==> config.mk <==
export PLATFORM = sky130hd
export DESIGN_NAME = fpadd_issue
export DESIGN_NICKNAME = d
export VERILOG_FILES = /design/src/rtl/fp_pkg.sv /design/src/rtl/fpadd_issue_fifo.sv /design/src/rtl/fpadd_issue.sv
export SDC_FILE = /design/constraint.sdc
export NUM_CORES = 1
export LEC_CHECK = 0
export CORE_ASPECT_RATIO = 0.8
export CORE_MARGIN = 10
export CORE_UTILIZATION = 45
export CTS_CLUSTER_DIAMETER = 30
export DETAILED_ROUTE_END_ITERATION = 8
export PLACE_DENSITY = 0.69
export REMOVE_ABC_BUFFERS = 1
export SLEW_MARGIN = 20
export SYNTH_ARGS = -nofsm -noshare
export SYNTH_HDL_FRONTEND = slang
export SYNTH_HIERARCHICAL = 1
export SYNTH_SLANG_ARGS = --single-unit
==> constraint.sdc <==
create_clock -name clk -period 2.7 [get_ports clk]
set_input_delay 0.405 -clock clk [delete_from_list [all_inputs] [get_ports clk]]
set_output_delay 0.405 -clock clk [all_outputs]
set_load 0.03 [all_outputs]
==> src/rtl/fp_pkg.sv <==
`default_nettype none
// ============================================================================
// Package  : fp_pkg
// Purpose  : Shared FP width, quiet-NaN constant and issue FSM encoding.
// Revision : 1.0 - initial release
// ============================================================================
package fp_pkg;

    localparam int              FP_W    = 32;
    localparam logic [FP_W-1:0] FP_QNAN = 32'h7FC0_0000;

    typedef enum logic [2:0] {
        S_IDLE   = 3'd0,
        S_ISSUE  = 3'd1,
        S_SETTLE = 3'd2,
        S_WAIT   = 3'd3,
        S_HOLD   = 3'd4
    } state_t;

endpackage
`default_nettype wire

==> src/rtl/fpadd_issue_fifo.sv <==
`default_nettype none
// ============================================================================
// Module   : fpadd_issue_fifo
// Purpose  : Synchronous operand-pair FIFO with full/empty flags and count.
// Revision : 1.0 - initial release
// ============================================================================
module fpadd_issue_fifo #(
    parameter int DEPTH = 4,
    parameter int WIDTH = 64
) (
    input  logic                     clk,
    input  logic                     reset,
    input  logic                     push,
    input  logic                     pop,
    input  logic [WIDTH-1:0]         wdata,
    output logic [WIDTH-1:0]         rdata,
    output logic                     full,
    output logic                     empty,
    output logic [$clog2(DEPTH):0]   count
);

    localparam int              c_AW   = $clog2(DEPTH);
    localparam logic [c_AW:0]   c_FULL = (c_AW + 1)'(DEPTH);

    logic [WIDTH-1:0] r_mem [DEPTH];
    logic [c_AW-1:0]  r_wr_ptr;
    logic [c_AW-1:0]  r_rd_ptr;
    logic [c_AW:0]    r_count;
    logic             w_push;
    logic             w_pop;

    // Full is decided from the registered count only, so a pop never frees a slot early
    assign full   = (r_count == c_FULL);
    assign empty  = (r_count == '0);
    assign count  = r_count;
    assign rdata  = r_mem[r_rd_ptr];
    assign w_push = push && !full;
    assign w_pop  = pop && !empty;

    always_ff @(posedge clk or negedge reset) begin
        if (!reset) begin
            r_wr_ptr <= '0;
            r_rd_ptr <= '0;
            r_count  <= '0;
        end else begin
            if (w_push) r_wr_ptr <= r_wr_ptr + 1'b1;
            if (w_pop)  r_rd_ptr <= r_rd_ptr + 1'b1;
            case ({w_push, w_pop})
                2'b10:   r_count <= r_count + 1'b1;
                2'b01:   r_count <= r_count - 1'b1;
                default: r_count <= r_count;
            endcase
        end
    end

    always_ff @(posedge clk) begin
        if (w_push) r_mem[r_wr_ptr] <= wdata;
    end

endmodule
`default_nettype wire

==> src/rtl/fpadd_issue.sv <==
`default_nettype none
// ============================================================================
// Module   : fpadd_issue
// Purpose  : Queues FP operand pairs, issues them one at a time to a
//            multi-cycle adder and returns each sum on a valid/ready port.
// Revision : 1.0 - initial release
// ============================================================================
module fpadd_issue
    import fp_pkg::*;
#(
    parameter int DEPTH   = 4,
    parameter int TIMEOUT = 64
) (
    input  logic            clk,
    input  logic            reset,
    input  logic            in_valid,
    output logic            in_ready,
    input  logic [FP_W-1:0] in_a,
    input  logic [FP_W-1:0] in_b,
    output logic            out_valid,
    input  logic            out_ready,
    output logic [FP_W-1:0] out_sum,
    output logic            out_timeout,
    output logic            add_start,
    output logic [FP_W-1:0] add_a,
    output logic [FP_W-1:0] add_b,
    input  logic [FP_W-1:0] add_sum,
    input  logic            add_done,
    output logic            busy
);

    localparam int               c_CW        = $clog2(DEPTH);
    localparam int               c_WDW       = $clog2(TIMEOUT);
    localparam logic [c_WDW-1:0] c_WDOG_LAST = c_WDW'(TIMEOUT - 1);

    state_t            r_state;
    logic              r_add_start;
    logic [FP_W-1:0]   r_add_a;
    logic [FP_W-1:0]   r_add_b;
    logic [c_WDW-1:0]  r_wdog;
    logic              r_out_valid;
    logic [FP_W-1:0]   r_out_sum;
    logic              r_out_timeout;

    logic [2*FP_W-1:0] w_head;
    logic              w_full;
    logic              w_empty;
    logic              w_pop;
    logic [c_CW:0]     w_count;

    assign w_pop = (r_state == S_IDLE) && !w_empty;

    fpadd_issue_fifo #(
        .DEPTH (DEPTH),
        .WIDTH (2*FP_W)
    ) u_fifo (
        .clk   (clk),
        .reset (reset),
        .push  (in_valid),
        .pop   (w_pop),
        .wdata ({in_a, in_b}),
        .rdata (w_head),
        .full  (w_full),
        .empty (w_empty),
        .count (w_count)
    );

    always_ff @(posedge clk or negedge reset) begin
        if (!reset) begin
            r_state       <= S_IDLE;
            r_add_start   <= 1'b0;
            r_add_a       <= '0;
            r_add_b       <= '0;
            r_wdog        <= '0;
            r_out_valid   <= 1'b0;
            r_out_sum     <= '0;
            r_out_timeout <= 1'b0;
        end else begin
            case (r_state)
                S_IDLE: begin
                    if (!w_empty) begin
                        r_add_a     <= w_head[2*FP_W-1:FP_W];
                        r_add_b     <= w_head[FP_W-1:0];
                        r_add_start <= 1'b1;
                        r_state     <= S_ISSUE;
                    end
                end
                S_ISSUE: begin
                    r_add_start <= 1'b0;
                    r_state     <= S_SETTLE;
                end
                // The adder drops its done on the start edge; skip one cycle so a stale done is never seen
                S_SETTLE: begin
                    r_wdog  <= '0;
                    r_state <= S_WAIT;
                end
                S_WAIT: begin
                    r_wdog <= r_wdog + 1'b1;
                    if (add_done) begin
                        r_out_sum     <= add_sum;
                        r_out_timeout <= 1'b0;
                        r_out_valid   <= 1'b1;
                        r_state       <= S_HOLD;
                    end else if (r_wdog == c_WDOG_LAST) begin
                        r_out_sum     <= FP_QNAN;
                        r_out_timeout <= 1'b1;
                        r_out_valid   <= 1'b1;
                        r_state       <= S_HOLD;
                    end
                end
                S_HOLD: begin
                    if (out_ready) begin
                        r_out_valid <= 1'b0;
                        r_state     <= S_IDLE;
                    end
                end
                default: r_state <= S_IDLE;
            endcase
        end
    end

    assign in_ready    = !w_full;
    assign out_valid   = r_out_valid;
    assign out_sum     = r_out_sum;
    assign out_timeout = r_out_timeout;
    assign add_start   = r_add_start;
    assign add_a       = r_add_a;
    assign add_b       = r_add_b;
    assign busy        = (w_count != '0) || (r_state != S_IDLE);

endmodule
`default_nettype wire

==> results of run 1 <==
[sequential cells by signal (all words and copies together) (netlist names)]
name,flops
out_sum,32
add_b,32
out_timeout,1
add_a,32
u_fifo/count,3
r_state,3
add_start,1
r_wdog,6
out_valid,1
u_fifo/r_mem,256
u_fifo/r_wr_ptr,2
u_fifo/r_rd_ptr,2
[cells in the final DEF, fill, tap and decap left out, types with 12 or more instances in the layout]
master | synthesis | routed
dfrtp_1 | 115 | 113
mux2_2 | 65 | 65
buf_4 | 8 | 14
clkdlybuf4s50_1 | 0 | 200
clkbuf_1 | 3 | 13
clkbuf_16 | 0 | 69
inv_1 | 35 | 35
nand2b_1 | 12 | 12
o31ai_1 | 24 | 24
nand2_1 | 30 | 30
mux4_2 | 64 | 64
edfxtp_1 | 256 | 256
[routing by layer]
| layer | wire [um] | GRT usage, % | up-vias |
|---|---|---|---|
| li1 | - | - | 3290 |
| met3 | 1980 | 4.76 | 58 |
| met5 | 20 | 0 | - |
| met2 | 14800 | 24.7 | 217 |
| met4 | 590 | 5.43 | 2 |
| met1 | 13500 | 21.6 | 3799 |
[Yosys cell counts, types with 2 or more instances]
library cell,number
o31ai_1,24
buf_6,12
dfrtp_1,115
xnor2_1,3
mux4_2,64
nand2_1,30
ha_1,6
o31a_1,10
nor2_1,3
nand3_1,8
buf_4,8
and2_1,4
a31oi_1,2
mux2_2,65
inv_1,35
buf_2,12
clkbuf_1,3
xor2_1,3
nor3_1,2
or4_1,2
nand2b_1,12
edfxtp_1,256
[cell families after synthesis]
| family | count (synthesis) |
|---|---|
| buf+inv | 70 |
| fa+ha+maj | 7 |
| mux | 130 |
| xor+xnor | 6 |
| compound gates | 47 |
| flops | 371 |
| simple gates | 72 |
[report_power, final]
part | switching (mW) | internal, mW | total [mW]
Clock | 2.64 | 5.68 | 8.32
Sequential | 0.939 | 7.86 | 8.80
Combinational | 4.03 | 3.72 | 7.75
[final timing paths]
path                              from           to  slack, ns  cells after the start
min                              reset   out_sum[1]       0.41                      2
min in group clk           add_sum[19]  out_sum[19]       0.41                      3
max                         r_state[2]         busy       0.20                      3
max in group asynchronous        reset    add_a[24]       1.61                      3
min reg2reg                   add_b[6]     add_b[6]       0.50                      1
max reg2reg                 r_state[0]    add_a[24]       0.50                      3
[area by class of cell]
type | instances | area (um^2)
fill | 2174 | 11600
sequential | 371 | 10600
multi-input combinational | 262 | 3130
timing repair buffer | 226 | 2340
clock buffer | 88 | 1860
tap | 413 | 517
clock inverter | 31 | 412
inverter | 35 | 131
[critical path, stage by stage, from the launching register on]
cell             delay (ns)
dfrtp_1                0.50
nor4_1                 0.35
nand2_1                0.10
clkdlybuf4s50_1        0.61
[repair_timing]
| item | 4_1_cts | 5_1_grt |
|---|---|---|
| endpoints found under the hold margin | 42 | 0 |
| gates resized for setup | 0 | 0 |
| hold buffers | 1 | 0 |
| setup endpoints to repair | 0 | 0 |
==> results by group, run 1 <==
Status
  – Status: finished clean

Power and ir drop
  – P_leak: 6.89 nW
  – Power Dens Cells: 1310 nW/um^2
  – Overall power: 24.9 mW
  – VDD IR-drop max: 0.620 mV

Clocking
  – Root Driver: clkbuf_16
  – CTS sink cnt: 371
  – CTS tree: done
  – Clock Path Buffers: 3
  – H-tree lvl count: 3
  – Reg clk slew, reported paths: 0.05 ns
  – CTS buffer count: 66
  – Clk_lat worst skew: 0.56 ns
  – Postcts setup bufs: 0

Route
  – WL per Instance: 21.7 um
  – Routed Antenna Nets: 0
  – First-pass DRT Iterations: 5
  – Total number of vias: 7366
  – First DRT Iteration DRCs: 498
  – Via/cell ratio: 5.17
  – Number of remaining DRC errors: 0
  – Final wirelength: 30900 um

Yosys
  – Post-synth top area share: 54.6%
  – Synthesized area per cell: 20.0 um^2
  – Adder-cell share of the synthesized area: 0.675%
  – EDFF count, synth: 256
  – Synthesized area: 14100 um^2
  – Seq/Total Area, Yosys: 75.0%
  – Dominant cells by area after synthesis: edfxtp_1, dfrtp_1, mux4_2
  – Post-synthesis mux area share: 15.5%
  – #FFs+latches synth: 371
  – Post-synth ARST share: 31.0%
  – Post-synthesis xor/xnor area fraction: 0.373%
  – Largest family of logic cells by synthesized area: multiplexers
  – Synth area leader: edfxtp_1
  – Count of cell types in the netlist: 46
  – Syn Inst Count: 703
  – Simple-gate share of the synthesized area: 2.91%
  – Synth Warn #: 6
  – Ys flop type: edfxtp_1
  – Post-synthesis compound-gate area fraction: 2.67%

Timing
  – Hold Fails Final Rpt: 0
  – Fin crit share: 92.5%
  – Hold slack: 0.412 ns
  – Setup violations, final: 0
  – Worst slew margin: 35.7%
  – Fmax: 400 MHz
  – Setup TNS: 0 ns
  – RSZ-0062 raised after global routing: no
  – Setup ws final: 0.203 ns
  – Slew Limit Fails: 0
  – Clock skew: 0.0265 ns
  – Post-route minimum period: 2.50 ns
  – Slew of the pin with the lowest slew margin: 0.965 ns

Floorplanning
  – Ports: 202
  – Row count: 57
  – Starting Density: 46.0%
  – Die H: 178 um
  – Chip Width: 218 um
  – Die area: 38800 um^2
  – Core Footprint: 30600 um^2

Finish
  – Fin nets: 1070
  – Non-filler instance count after layout: 1426
  – Area delta synth->final: 34.6%
  – Fraction of layout cells with a size suffix above 1: 27.0%
  – Design area: 19000 um^2
  – N_diodes: 0
  – Post-Route Utilization: 61.9%

Critical path
  – CP endpoint kind: output pin
  – Critical path arrival: 2.09 ns
  – Worst endpoint required time: 2.30 ns
  – CP Max Fanout: 12
  – Worst Setup Start Kind: flop
  – Kind of critical path: flop to output pin

Placed design
  – DP Area: 16700 um^2
  – Setup WS pre-CTS: 0.480 ns
  – Placed insts: 1306
  – HPWL after DPL: 19600 um
  – Final GP Congestion: 0.742
  – Port Buffers: 201

Global routing
  – First-pass GRT wire length: 47800 um
  – Initial antenna violation count: 1
  – Vias in the first global route: 7906
  – Total congestion overflow: 0
  – Gr usage total: 16.1%
  – Maximum number of pins on one net before global-route repair: 65

Run
  – Max Cap Viol: 0

Hold path
  – Worst min path class: input port to asynchronous set/reset pin
Power figures use the tool's default switching activity.
==> inputs of run 2 (changes only) <==
Settings changed: HOLD_SLACK_MARGIN set to 0.12, SKIP_LAST_GASP set to 1.
==> results of run 2 <==
Final layout, timing and power as in run 1 (identical DEF).
